===== src/rtl/lsu_subword_ctrl.sv =====
// Purpose : load/store sequencer in front of a word-only data memory; does
//           sub-word lane extract/extend for loads and read-modify-write for SB/SH.
// Latency : LW/LH/LB 3 cycles (2 stall); SB/SH 3 cycles (2 stall); SW and errors 1 cycle.
// Backpressure: raises stall to freeze the upstream pipeline while an access is in flight.
//
// Ports:
//   clk, reset                 pipeline clock, async active-high reset
//   req_valid/we/funct3/addr/wdata   request from EX/MEM (held stable while stall=1)
//   stall                      freeze PC, IF/ID, ID/EX, EX/MEM
//   resp_valid/resp_rdata/access_err completion strobe, registered load data, error flag
//   mem_read/mem_write/mem_addr/mem_funct3/mem_wd/mem_rd   word-aligned memory interface
module lsu_subword_ctrl #(
  parameter int DM_ADDRESS = 9,
  parameter int DATA_W     = 32
) (
  input  logic                  clk,
  input  logic                  reset,
  input  logic                  req_valid,
  input  logic                  req_we,
  input  logic [2:0]            req_funct3,
  input  logic [DM_ADDRESS-1:0] req_addr,
  input  logic [DATA_W-1:0]     req_wdata,
  output logic                  stall,
  output logic                  resp_valid,
  output logic [DATA_W-1:0]     resp_rdata,
  output logic                  access_err,
  output logic                  mem_read,
  output logic                  mem_write,
  output logic [DM_ADDRESS-1:0] mem_addr,
  output logic [2:0]            mem_funct3,
  output logic [DATA_W-1:0]     mem_wd,
  input  logic [DATA_W-1:0]     mem_rd
);

  localparam logic [2:0] F3_B  = 3'b000;
  localparam logic [2:0] F3_H  = 3'b001;
  localparam logic [2:0] F3_W  = 3'b010;
  localparam logic [2:0] F3_BU = 3'b100;
  localparam logic [2:0] F3_HU = 3'b101;

  typedef enum logic [2:0] {
    IDLE      = 3'd0,
    LD_WAIT   = 3'd1,
    LD_RESP   = 3'd2,
    RMW_WAIT  = 3'd3,
    RMW_WRITE = 3'd4
  } state_t;

  // Request copy taken on acceptance; later states work from this, not req_*.
  typedef struct packed {
    logic [2:0]            funct3;
    logic [DM_ADDRESS-1:0] addr;
    logic [15:0]           wdata;
  } req_t;

  state_t              state, next_state;
  req_t                lat;
  logic [DATA_W-1:0]   merge_buf;
  logic                req_err;
  logic                f3_ok;
  logic                align_ok;
  logic                is_sw;
  logic [7:0]          byte_lane;
  logic [15:0]         half_lane;
  logic [DATA_W-1:0]   load_ext;
  logic [DATA_W-1:0]   merged;
  logic [DM_ADDRESS-1:0] cur_addr;

  // ---------------------------------------------------------------------
  // Request classification (only meaningful in IDLE)
  // ---------------------------------------------------------------------
  always_comb begin
    f3_ok    = 1'b0;
    align_ok = 1'b1;
    case (req_funct3)
      F3_B:  f3_ok = 1'b1;
      F3_H: begin
        f3_ok    = 1'b1;
        align_ok = ~req_addr[0];
      end
      F3_W: begin
        f3_ok    = 1'b1;
        align_ok = (req_addr[1:0] == 2'b00);
      end
      // Unsigned variants exist only for loads.
      F3_BU: f3_ok = ~req_we;
      F3_HU: begin
        f3_ok    = ~req_we;
        align_ok = ~req_addr[0];
      end
      default: f3_ok = 1'b0;
    endcase
    req_err = ~(f3_ok & align_ok);
    is_sw   = req_we & (req_funct3 == F3_W);
  end

  // ---------------------------------------------------------------------
  // FSM: state register
  // ---------------------------------------------------------------------
  always_ff @(posedge clk or posedge reset) begin
    if (reset) begin
      state <= IDLE;
    end else begin
      state <= next_state;
    end
  end

  // ---------------------------------------------------------------------
  // FSM: next state
  // ---------------------------------------------------------------------
  always_comb begin
    next_state = state;
    case (state)
      IDLE: begin
        if (req_valid && !req_err) begin
          if (!req_we) begin
            next_state = LD_WAIT;
          end else if (!is_sw) begin
            next_state = RMW_WAIT;
          end
        end
      end
      LD_WAIT:   next_state = LD_RESP;
      LD_RESP:   next_state = IDLE;
      RMW_WAIT:  next_state = RMW_WRITE;
      RMW_WRITE: next_state = IDLE;
      default:   next_state = IDLE;
    endcase
  end

  // ---------------------------------------------------------------------
  // FSM: outputs. Strobes are forced low while reset is held so that an
  // RMW interrupted by reset can never leak a write.
  // ---------------------------------------------------------------------
  always_comb begin
    stall      = 1'b0;
    resp_valid = 1'b0;
    access_err = 1'b0;
    mem_read   = 1'b0;
    mem_write  = 1'b0;
    mem_wd     = req_wdata;
    if (!reset) begin
      case (state)
        IDLE: begin
          if (req_valid) begin
            if (req_err) begin
              resp_valid = 1'b1;
              access_err = 1'b1;
            end else if (is_sw) begin
              mem_write  = 1'b1;
              resp_valid = 1'b1;
            end else begin
              // Loads and SB/SH both start with a word read.
              mem_read = 1'b1;
              stall    = 1'b1;
            end
          end
        end
        LD_WAIT:  stall = 1'b1;
        LD_RESP:  resp_valid = 1'b1;
        RMW_WAIT: stall = 1'b1;
        RMW_WRITE: begin
          mem_write  = 1'b1;
          mem_wd     = merge_buf;
          resp_valid = 1'b1;
        end
        default: stall = 1'b0;
      endcase
    end
  end

  // Memory always sees a word-aligned address and a word-size access.
  assign cur_addr   = (state == IDLE) ? req_addr : lat.addr;
  assign mem_addr   = {cur_addr[DM_ADDRESS-1:2], 2'b00};
  assign mem_funct3 = F3_W;

  // ---------------------------------------------------------------------
  // Lane extraction / merge, driven from the latched request
  // ---------------------------------------------------------------------
  always_comb begin
    case (lat.addr[1:0])
      2'd0:    byte_lane = mem_rd[7:0];
      2'd1:    byte_lane = mem_rd[15:8];
      2'd2:    byte_lane = mem_rd[23:16];
      default: byte_lane = mem_rd[31:24];
    endcase
    half_lane = lat.addr[1] ? mem_rd[31:16] : mem_rd[15:0];

    case (lat.funct3)
      F3_B:    load_ext = {{(DATA_W-8){byte_lane[7]}}, byte_lane};
      F3_BU:   load_ext = {{(DATA_W-8){1'b0}}, byte_lane};
      F3_H:    load_ext = {{(DATA_W-16){half_lane[15]}}, half_lane};
      F3_HU:   load_ext = {{(DATA_W-16){1'b0}}, half_lane};
      default: load_ext = mem_rd;
    endcase

    merged = mem_rd;
    if (lat.funct3 == F3_B) begin
      case (lat.addr[1:0])
        2'd0:    merged[7:0]   = lat.wdata[7:0];
        2'd1:    merged[15:8]  = lat.wdata[7:0];
        2'd2:    merged[23:16] = lat.wdata[7:0];
        default: merged[31:24] = lat.wdata[7:0];
      endcase
    end else if (lat.addr[1]) begin
      merged[31:16] = lat.wdata;
    end else begin
      merged[15:0] = lat.wdata;
    end
  end

  // ---------------------------------------------------------------------
  // Datapath registers
  // ---------------------------------------------------------------------
  always_ff @(posedge clk or posedge reset) begin
    if (reset) begin
      lat        <= '0;
      merge_buf  <= '0;
      resp_rdata <= '0;
    end else begin
      if (state == IDLE && req_valid && !req_err) begin
        lat <= '{funct3: req_funct3, addr: req_addr, wdata: req_wdata[15:0]};
      end
      // mem_rd is valid in the cycle after the read strobe, i.e. in the wait states.
      if (state == LD_WAIT) begin
        resp_rdata <= load_ext;
      end
      if (state == RMW_WAIT) begin
        merge_buf <= merged;
      end
    end
  end

endmodule

===== config.mk =====
export PLATFORM = sky130hd
export DESIGN_NAME = lsu_subword_ctrl
export DESIGN_NICKNAME = d
export VERILOG_FILES = /design/src/rtl/lsu_subword_ctrl.sv
export SDC_FILE = /design/constraint.sdc
export NUM_CORES = 1
export LEC_CHECK = 0
export CORE_MARGIN = 2
export CORE_UTILIZATION = 47
export CTS_CLUSTER_DIAMETER = 40
export DETAILED_ROUTE_END_ITERATION = 8
export PLACE_DENSITY = 0.8
export SYNTH_ARGS = -nofsm -noshare
export SYNTH_HDL_FRONTEND = slang
export SYNTH_SLANG_ARGS = --single-unit

===== constraint.sdc =====
create_clock -name clk -period 3.99 [get_ports clk]
set_input_delay 0.798 -clock clk [delete_from_list [all_inputs] [get_ports clk]]
set_output_delay 0.798 -clock clk [all_outputs]
set_load 0.01 [all_outputs]

==> flow_metrics.env, run 1 <==
export IMPL_drc=0
export IMPL_comb_power_share=0.400
export IMPL_cts_h_tree_depth=3
export IMPL_clk_insertion_delay_late_ns=0.36
export IMPL_critPathArrivalTime_ns=2.91
export IMPL_place_port_buffers=155
export IMPL_final_setup_tns_ns=0
export IMPL_netSwitchingFraction=0.353
export IMPL_clock_tree_from_tritoncts="yes"
export IMPL_worst_hold_path_type="reg -> reg"
export IMPL_syn_inst=510
export IMPL_routed_wl_met2_um=6980
export IMPL_setup_worst_path_class="in -> out"
export IMPL_vias=4492
export IMPL_p_per_area_nw_per_um2=516
export IMPL_final_antenna_net_count=0
export IMPL_synthesis_yosys_warnings=0
export IMPL_max_slew_margin=0.601
export IMPL_critPathCaptureType="primary output"
export IMPL_synth_sequential_area_ratio=0.456
export IMPL_detail_route_wirelength_um=15200
export IMPL_maxCapViolCount=0
export IMPL_critical_path_peak_fanout=33
export IMPL_layout_common_cells="sky130_fd_sc_hd__clkdlybuf4s50_1, sky130_fd_sc_hd__dfrtp_1, sky130_fd_sc_hd__mux2_2"
export IMPL_clock_root_buffer="sky130_fd_sc_hd__clkbuf_8"
export IMPL_initial_core_util=0.481
export IMPL_hold_buffers_post_cts=0
export IMPL_nNetsFinal=727
export IMPL_ff_to_ff_setup_slack_ns=1.71
export IMPL_m1_wl_um=6770
export IMPL_grt_pass1_wl_um=24000
export IMPL_fin_crit_sh=0.930
export IMPL_setup_slack_after_layout_ns=0.280
export IMPL_cts_buffer_depth=2
export IMPL_core_area_um2=10800
export IMPL_synth_seq_cells=95
export IMPL_vdd_ir_drop_max_v=0.000267
export IMPL_cts_num_sinks=95
export IMPL_grt_antenna_before_repair=0
export IMPL_grt_usage=0.266
export IMPL_cts_made_buffers=9
export IMPL_fp_dieW_um=109
export IMPL_clk_pin_slew_worst_paths_ns=0.10
export IMPL_critPathLaunchType="input port"
export IMPL_grt_pass1_vias=4522
export IMPL_clock_power_share=0.159
export IMPL_post_cts_resized_instances=0
export IMPL_dieArea_um2=12000
export IMPL_clock_skew_ns=0.00892
export IMPL_finalWeightedCongestion=0.935
export IMPL_chipHeight_um=109
export IMPL_mostFrequentLayoutCell="sky130_fd_sc_hd__clkdlybuf4s50_1"
export IMPL_synth_enable_flop_cells=0
export IMPL_netSwitchingPower_mw=1.28
export IMPL_pre_cts_ws_ns=0.297
export IMPL_ios=161
export IMPL_grt_ovfl_total=0
export IMPL_outcome="finished, final reports clean"
export IMPL_core_rowCount=38
export IMPL_leakage_nw=2.96
export IMPL_detail_route_first_pass_iterations=5
export IMPL_routed_wire_length_per_instance_um=19.2
export IMPL_timing_final_max_slew_violations=0
export IMPL_crit_required_ns=3.19
export IMPL_number_of_drc_markers_in_iteration_0=323
export IMPL_placed_cells_incl_taps=776
export IMPL_post_synthesis_cell_area_um2=5220
export IMPL_post_cts_repair_setup_buffers=0
export IMPL_seq_power_share=0.441
export IMPL_asyncSetResetFlopFracSynth=1.00
export IMPL_hold_viol=0
export IMPL_unrepaired_setup_endpoints_after_global_routing="false"
export IMPL_final_period_minus_worst_setup_slack_ns=3.71
export IMPL_hold_worst_slack_ns=0.487
export IMPL_wl_met3_um=1070
export IMPL_flow_area_growth_from_synthesis_pct=34.3
export IMPL_uppermost_routed_layer="met4"
export IMPL_final_setup_viol_count=0
export IMPL_grt_max_degree=96
export IMPL_tightestPinTransition_ns=0.597
export IMPL_final_cell_count_no_fill=792
export IMPL_final_layout_size_suffix_gt1_frac=0.172
export IMPL_ys_dominant_reg_cell="sky130_fd_sc_hd__dfrtp_1"
export IMPL_syn_avg_cell_area_um2=10.2
export IMPL_internal_power_mw=2.34
export IMPL_antenna_diode_count=0
export IMPL_detail_route_vias_per_cell=5.67
export IMPL_post_dp_hpwl_um=11400
export IMPL_post_synth_num_cell_types=47
export IMPL_max_clock_freq_mhz=270
cell usage after synthesis, types with 2 or more instances:
cell type	count	area [um^2]
sky130_fd_sc_hd__conb_1	2	7.51
sky130_fd_sc_hd__buf_2	13	65.1
sky130_fd_sc_hd__clkbuf_1	17	63.8
sky130_fd_sc_hd__nor3b_1	10	75.1
sky130_fd_sc_hd__buf_6	2	22.5
sky130_fd_sc_hd__nor2_1	27	101
sky130_fd_sc_hd__nor2b_1	5	31.3
sky130_fd_sc_hd__a32o_1	3	30.0
sky130_fd_sc_hd__dfrtp_1	95	2380
sky130_fd_sc_hd__o22ai_1	7	43.8
sky130_fd_sc_hd__a21oi_1	4	20.0
sky130_fd_sc_hd__a21o_1	2	15.0
sky130_fd_sc_hd__nand3_1	34	170
sky130_fd_sc_hd__nor3_4	2	32.5
sky130_fd_sc_hd__nand2_1	63	236
sky130_fd_sc_hd__mux2_4	5	75.1
sky130_fd_sc_hd__o21ai_0	53	265
sky130_fd_sc_hd__nor3_1	4	20.0
sky130_fd_sc_hd__a211oi_1	8	60.1
sky130_fd_sc_hd__a31oi_1	5	31.3
sky130_fd_sc_hd__buf_4	7	52.6
sky130_fd_sc_hd__and2_1	3	18.8
sky130_fd_sc_hd__mux2i_1	22	220
sky130_fd_sc_hd__mux2_2	73	822
sky130_fd_sc_hd__inv_1	5	18.8
sky130_fd_sc_hd__a22o_1	4	35.0
sky130_fd_sc_hd__nand2b_1	15	93.8
final timing paths:
| kind | start | to | cells past startpoint |
|---|---|---|---|
| worst min register to register | merge_buf[31] | merge_buf[31] | 1 |
| min in group asynchronous | reset | lat[23] | 3 |
| max in group asynchronous | reset | resp_rdata[29] | 3 |
| worst min-delay path | merge_buf[31] | merge_buf[31] | 1 |
| worst max-delay path | reset | mem_wd[21] | 6 |
| worst max register to register | lat[16] | merge_buf[19] | 4 |
per-stage QoR:
stage           util  cell area, um^2  power [mW]
2_1_floorplan      -             5230        2.35
3_3_place_gp   0.630             6830        3.00
3_5_place_dp   0.630             6830        3.05
4_1_cts        0.646             7000        3.62
5_1_grt        0.646             7000        3.86
6_report       0.646             7000        3.62
layer usage:
layer / up-vias / GRT usage
li1: 2080 / -
met2: 181 / 0.418
met5: - / 0
met4: 0 / 0.0832
met1: 2210 / 0.374
met3: 21 / 0.0486
critical path, cell delays in order:
cell	delay (ns)
sky130_fd_sc_hd__clkdlybuf4s50_1	0.53
sky130_fd_sc_hd__nor3_1	0.27
sky130_fd_sc_hd__and2_1	0.22
sky130_fd_sc_hd__buf_12	0.21
sky130_fd_sc_hd__mux2_2	0.36
sky130_fd_sc_hd__clkdlybuf4s50_1	0.49
area by class of cell:
class | instances | area (um^2)
Multi-Input combinational cell | 374 | 2630
Tap cell | 140 | 175
Clock inverter | 7 | 48.8
Fill cell | 917 | 3840
Sequential cell | 95 | 2380
Clock buffer | 9 | 124
Inverter | 5 | 20.0
Timing Repair Buffer | 162 | 1630
flip-flops by register name, summed over array words and instances (netlist names):
| register | flops |
|---|---|
| state | 3 |
| lat | 28 |
| resp_rdata | 32 |
| merge_buf | 32 |
cell families after synthesis:
family,after synthesis,synth area share
buffers and inverters,44,0.0427
multiplexers,101,0.219
AND/OR/NAND/NOR,169,0.159
other,2,0.00144
flip-flops,95,0.456
AO/OA/AOI/OAI,99,0.123
power by group through the flow:
stage          registers (mW)  logic, mW  clock network [mW]
2_1_floorplan            1.59      0.765                   0
3_3_place_gp             1.59       1.41                   0
3_5_place_dp             1.61       1.44                   0
4_1_cts                  1.59       1.45               0.583
5_1_grt                  1.64       1.59               0.637
6_report                 1.60       1.45               0.574
No activity file was read; power rests on OpenSTA's default activity.
==> run 2: changes to the inputs <==
CORE_UTILIZATION = 43   (was 47)
PLACE_DENSITY = 0.78   (was 0.8)
REMOVE_ABC_BUFFERS = 1   (was not set)
clock period = 3.1 ns   (was 3.99 ns; I/O delays follow)
==> flow_metrics.env, run 2 (same netlist as run 1, synthesis figures left out) <==
export IMPL_outcome="finished, final reports clean"
export IMPL_clock_root_buffer="sky130_fd_sc_hd__clkbuf_16"
export IMPL_placed_cells_incl_taps=795
export IMPL_post_dp_hpwl_um=10900
export IMPL_seq_power_share=0.409
export IMPL_drc=0
export IMPL_clock_tree_from_tritoncts="yes"
export IMPL_leakage_nw=3.16
export IMPL_core_area_um2=11900
export IMPL_place_port_buffers=155
export IMPL_critPathMaxStageDelay_ns=0.48
export IMPL_antenna_diode_count=0
export IMPL_clock_power_share=0.212
export IMPL_final_setup_tns_ns=0
export IMPL_clock_skew_ns=0.00757
export IMPL_cts_made_buffers=9
export IMPL_ios=161
export IMPL_internal_power_mw=3.34
export IMPL_cts_num_sinks=95
export IMPL_grt_antenna_before_repair=0
export IMPL_routed_wire_length_per_instance_um=19.1
export IMPL_dieArea_um2=13000
export IMPL_fp_dieW_um=114
export IMPL_detail_route_vias_per_cell=5.57
export IMPL_number_of_drc_markers_in_iteration_0=281
export IMPL_nNetsFinal=740
export IMPL_grt_pass1_wl_um=24600
export IMPL_design_power_total_mw=5.02
export IMPL_flow_area_growth_from_synthesis_pct=39.4
export IMPL_cts_buffer_depth=2
export IMPL_final_cell_count_no_fill=811
export IMPL_comb_power_share=0.379
export IMPL_path_common_cell="sky130_fd_sc_hd__clkdlybuf4s50_1"
export IMPL_finalWeightedCongestion=0.850
export IMPL_clk_pin_slew_worst_paths_ns=0.06
export IMPL_vias=4517
export IMPL_grt_pass1_vias=4626
export IMPL_layout_common_cells="sky130_fd_sc_hd__clkdlybuf4s50_1, sky130_fd_sc_hd__dfrtp_1, sky130_fd_sc_hd__mux2_2"
export IMPL_clk_insertion_delay_late_ns=0.35
export IMPL_hold_viol=0
export IMPL_fin_util=0.610
export IMPL_final_layout_size_suffix_gt1_frac=0.188
export IMPL_core_rowCount=40
export IMPL_detail_route_first_pass_iterations=7
export IMPL_fin_crit_sh=0.978
export IMPL_tightestPinTransition_ns=1.05
export IMPL_final_antenna_net_count=0
export IMPL_mostFrequentLayoutCell="sky130_fd_sc_hd__clkdlybuf4s50_1"
export IMPL_final_fill_count=988
export IMPL_grt_ovfl_total=0
export IMPL_hold_buffers_post_cts=0
export IMPL_critPathLaunchType="input port"
export IMPL_crit_required_ns=2.48
export IMPL_maxCapViolCount=0
export IMPL_detail_route_wirelength_um=15500
export IMPL_worst_path_max_delay_cell="sky130_fd_sc_hd__clkdlybuf4s50_1"
export IMPL_max_clock_freq_mhz=330
export IMPL_final_period_minus_worst_setup_slack_ns=3.03
export IMPL_final_setup_viol_count=0
export IMPL_chipHeight_um=114
export IMPL_max_slew_margin=0.301
export IMPL_netSwitchingFraction=0.334
export IMPL_critical_path_peak_fanout=18
export IMPL_setup_worst_path_class="in -> out"
export IMPL_initial_core_util=0.438
export IMPL_grt_usage=0.243
export IMPL_worst_hold_path_type="reg -> reg"
export IMPL_vdd_ir_drop_max_v=0.000280
export IMPL_p_per_area_nw_per_um2=691
export IMPL_critPathArrivalTime_ns=2.41
export IMPL_netSwitchingPower_mw=1.68
export IMPL_grt_max_degree=57
export IMPL_cts_h_tree_depth=3
export IMPL_critPathCaptureType="primary output"
export IMPL_timing_final_max_slew_violations=0
export IMPL_worstPathCellList="clkdlybuf4s50_1 -> nor3_2 -> and2_4 -> buf_12 -> mux2_2 -> clkdlybuf4s50_1"
export IMPL_unrepaired_setup_endpoints_after_global_routing="false"
export IMPL_top_regs="merge_buf: 32 flops, resp_rdata: 32 flops, lat: 28 flops"
[run 2: path summary, 6_finish.rpt]
check | from | endpoint | slack (ns) | cells past startpoint
max in group asynchronous | reset | merge_buf[17] | 1.58 | 4
hold / removal | merge_buf[22] | merge_buf[22] | 0.48 | 2
hold reg to reg | merge_buf[22] | merge_buf[22] | 0.48 | 2
setup reg to reg | lat[25] | merge_buf[8] | 0.84 | 4
setup / recovery | reset | mem_wd[6] | 0.07 | 6
min in group asynchronous | reset | lat[26] | 0.86 | 3
[run 2: area by class of cell]
class	instances	area, um^2	share of cell area
Sequential cell	95	2380	0.327
Multi-Input combinational cell	374	2660	0.366
Timing Repair Buffer	175	1750	0.241
Inverter	5	21.3	0.00293
Clock buffer	15	278	0.0382
Tap cell	147	184	0.0253
[run 2: worst max-delay path, delay by kind of cell]
kind,cells,cell delay (ns)
mux,1,0.34
simple gates,2,0.35
buf+inv,3,1.08
[run 2: layer usage]
| metal | track usage | vias up | share of wire |
|---|---|---|---|
| li1 | - | 2102 | - |
| met1 | 0.328 | 2200 | 0.44 |
| met2 | 0.400 | 188 | 0.48 |
| met3 | 0.0386 | 27 | 0.059 |
| met4 | 0.0878 | 0 | 0.025 |
| met5 | 0 | - | 0 |
[run 2: per-stage QoR]
step / setup WS [ns] / area, um^2 / hold WS [ns]
floorplan: 0.00298 / 5020 / 0.444
global placement: -0.0106 / 6940 / 0.464
detailed placement: -0.126 / 6940 / 0.464
CTS: 0.00619 / 7240 / 0.482
global route: 0.0101 / 7270 / 0.507
finish: 0.0693 / 7270 / 0.480
[run 2: power groups by stage]
stage / registers, mW / logic, mW / clock network (mW)
finish: 2.05 / 1.90 / 1.06
global route: 2.12 / 2.07 / 1.14
CTS: 2.06 / 1.91 / 1.08
detailed placement: 2.08 / 1.89 / 0
global placement: 2.06 / 1.84 / 0
floorplan: 2.10 / 0.885 / 0
[run 2: repair_timing]
item                                    CTS  global route
setup buffers                             0             1
endpoints found under the setup margin   23            21
gates resized for setup                   6             8
pin swaps                                 1             1
==> run 3: changes to the inputs <==
CELL_PAD_IN_SITES_DETAIL_PLACEMENT = 1   (was not set)
CELL_PAD_IN_SITES_GLOBAL_PLACEMENT = 2   (was not set)
CORE_UTILIZATION = 26   (was 43)
PLACE_DENSITY = not set   (was 0.78)
PLACE_DENSITY_LB_ADDON = 0.25   (was not set)
==> flow_metrics.env, run 3 (same netlist as run 1, synthesis figures left out) <==
export IMPL_critPathCaptureType="primary output"
export IMPL_leakage_nw=3.20
export IMPL_grt_ovfl_total=0
export IMPL_clock_tree_from_tritoncts="yes"
export IMPL_cts_made_buffers=9
export IMPL_clk_insertion_delay_late_ns=0.35
export IMPL_fin_crit_sh=0.979
export IMPL_cts_h_tree_depth=3
export IMPL_mostFrequentLayoutCell="sky130_fd_sc_hd__clkdlybuf4s50_1"
export IMPL_top_regs="merge_buf: 32 flops, resp_rdata: 32 flops, lat: 28 flops"
export IMPL_design_power_total_mw=5.25
export IMPL_final_setup_tns_ns=0
export IMPL_clock_skew_ns=0.00949
export IMPL_clock_root_buffer="sky130_fd_sc_hd__clkbuf_16"
export IMPL_grt_pass1_wl_um=29500
export IMPL_critPathLaunchType="input port"
export IMPL_fp_dieW_um=146
export IMPL_max_clock_freq_mhz=330
export IMPL_dieArea_um2=21200
export IMPL_critPathArrivalTime_ns=2.41
export IMPL_p_per_area_nw_per_um2=699
export IMPL_drc=0
export IMPL_initial_core_util=0.266
export IMPL_nNetsFinal=750
export IMPL_cts_buffer_depth=2
export IMPL_grt_max_degree=39
export IMPL_detail_route_vias_per_cell=4.88
export IMPL_grt_pass1_vias=4931
export IMPL_final_layout_size_suffix_gt1_frac=0.203
export IMPL_clk_pin_slew_worst_paths_ns=0.07
export IMPL_finalWeightedCongestion=0.754
export IMPL_vdd_ir_drop_max_v=0.000294
export IMPL_tightestPinTransition_ns=0.779
export IMPL_detail_route_first_pass_iterations=4
export IMPL_place_port_buffers=155
export IMPL_final_setup_viol_count=0
export IMPL_final_period_minus_worst_setup_slack_ns=3.03
export IMPL_outcome="finished, final reports clean"
export IMPL_routed_wire_length_per_instance_um=20.3
export IMPL_final_antenna_net_count=0
export IMPL_max_slew_margin=0.481
export IMPL_critical_path_peak_fanout=17
export IMPL_hold_viol=0
export IMPL_grt_antenna_before_repair=0
export IMPL_timing_final_max_slew_violations=0
export IMPL_setup_worst_path_class="in -> out"
export IMPL_crit_required_ns=2.48
export IMPL_layout_common_cells="sky130_fd_sc_hd__clkdlybuf4s50_1, sky130_fd_sc_hd__dfrtp_1, sky130_fd_sc_hd__mux2_2"
export IMPL_antenna_diode_count=0
export IMPL_number_of_drc_markers_in_iteration_0=200
export IMPL_unrepaired_setup_endpoints_after_global_routing="false"
export IMPL_maxCapViolCount=0
export IMPL_worst_hold_path_type="reg -> reg"
export IMPL_grt_usage=0.179
export IMPL_core_area_um2=19600
export IMPL_detail_route_wirelength_um=19000
export IMPL_vias=4583
export IMPL_core_rowCount=51
export IMPL_ios=161
export IMPL_post_dp_hpwl_um=13600
export IMPL_flow_area_growth_from_synthesis_pct=44.1
export IMPL_cts_num_sinks=95
export IMPL_chipHeight_um=146
[run 3: changes by cell type in the layout (fill, tap and decap cells not counted), sizes merged]
| cell | change |
|---|---|
| dlymetal6s2s | -1 |
| clkinv | +2 |
| bufinv | +2 |
| dlygate4sd2 | +3 |
| clkinvlp | +2 |
| clkdlybuf4s50 | -2 |
| clkbuf | -5 |
| buf | +10 |
[run 3: final cells by class]
class	instances	area (um^2)
fill	2201	12100
clock buffer	10	229
clock inverter	6	85.1
sequential	95	2380
multi-input combinational	374	2650
timing repair buffer	185	1820
tap	265	332
inverter	5	21.3
[run 3: report_power, final]
part           total (mW)  switching (mW)  leakage, nW  internal, mW
sequential           2.07           0.356         1.11          1.71
clock                1.21           0.501        0.148         0.705
combinational        1.98           0.931         1.94          1.05
total                5.25            1.79         3.20          3.47
[run 3: timing repair]
| action | 4_1_cts | 5_1_grt |
|---|---|---|
| pin swaps | 1 | 1 |
| gates cloned | 0 | 0 |
| setup endpoints to repair | 35 | 33 |
| hold buffers | 0 | 0 |
| gates resized for setup | 9 | 4 |
| setup buffers | 0 | 4 |
[run 3: final timing paths]
kind	startpoint	cells after the start	endpoint	slack [ns]
min in group asynchronous	reset	3	lat[20]	0.80
max in group asynchronous	reset	4	merge_buf[21]	1.58
worst min register to register	merge_buf[14]	2	merge_buf[14]	0.49
worst max register to register	state[2]	4	resp_rdata[8]	0.80
worst max-delay path	reset	6	mem_wd[10]	0.07
worst min-delay path	merge_buf[14]	2	merge_buf[14]	0.49
[run 3: metrics by stage]
step                hold WS [ns]  setup slack [ns]  cell area, um^2   util  std cells
detailed placement         0.473            -0.208             7140  0.365        920
CTS                        0.488            0.0171             7480  0.382        936
finish                     0.490            0.0652             7520  0.384        940
global placement           0.471            -0.199             7140  0.365        920
floorplan                  0.444           0.00298             5020      -        474
global route               0.522          0.000355             7520  0.384        940
[run 3: routing by layer]
| metal | vias up | share of wire | global-route usage |
|---|---|---|---|
| met5 | - | 0 | 0 |
| met4 | 0 | 0.011 | 0.0436 |
| met3 | 16 | 0.050 | 0.0379 |
| li1 | 2123 | - | - |
| met2 | 131 | 0.48 | 0.300 |
| met1 | 2313 | 0.46 | 0.238 |
[run 3: critical path: stages]
cell and delay [ns]:
sky130_fd_sc_hd__clkdlybuf4s50_1 0.44, sky130_fd_sc_hd__nor3_2 0.15, sky130_fd_sc_hd__and2_4 0.20, sky130_fd_sc_hd__buf_12 0.16, sky130_fd_sc_hd__mux2_2 0.35, sky130_fd_sc_hd__clkdlybuf4s50_1 0.48
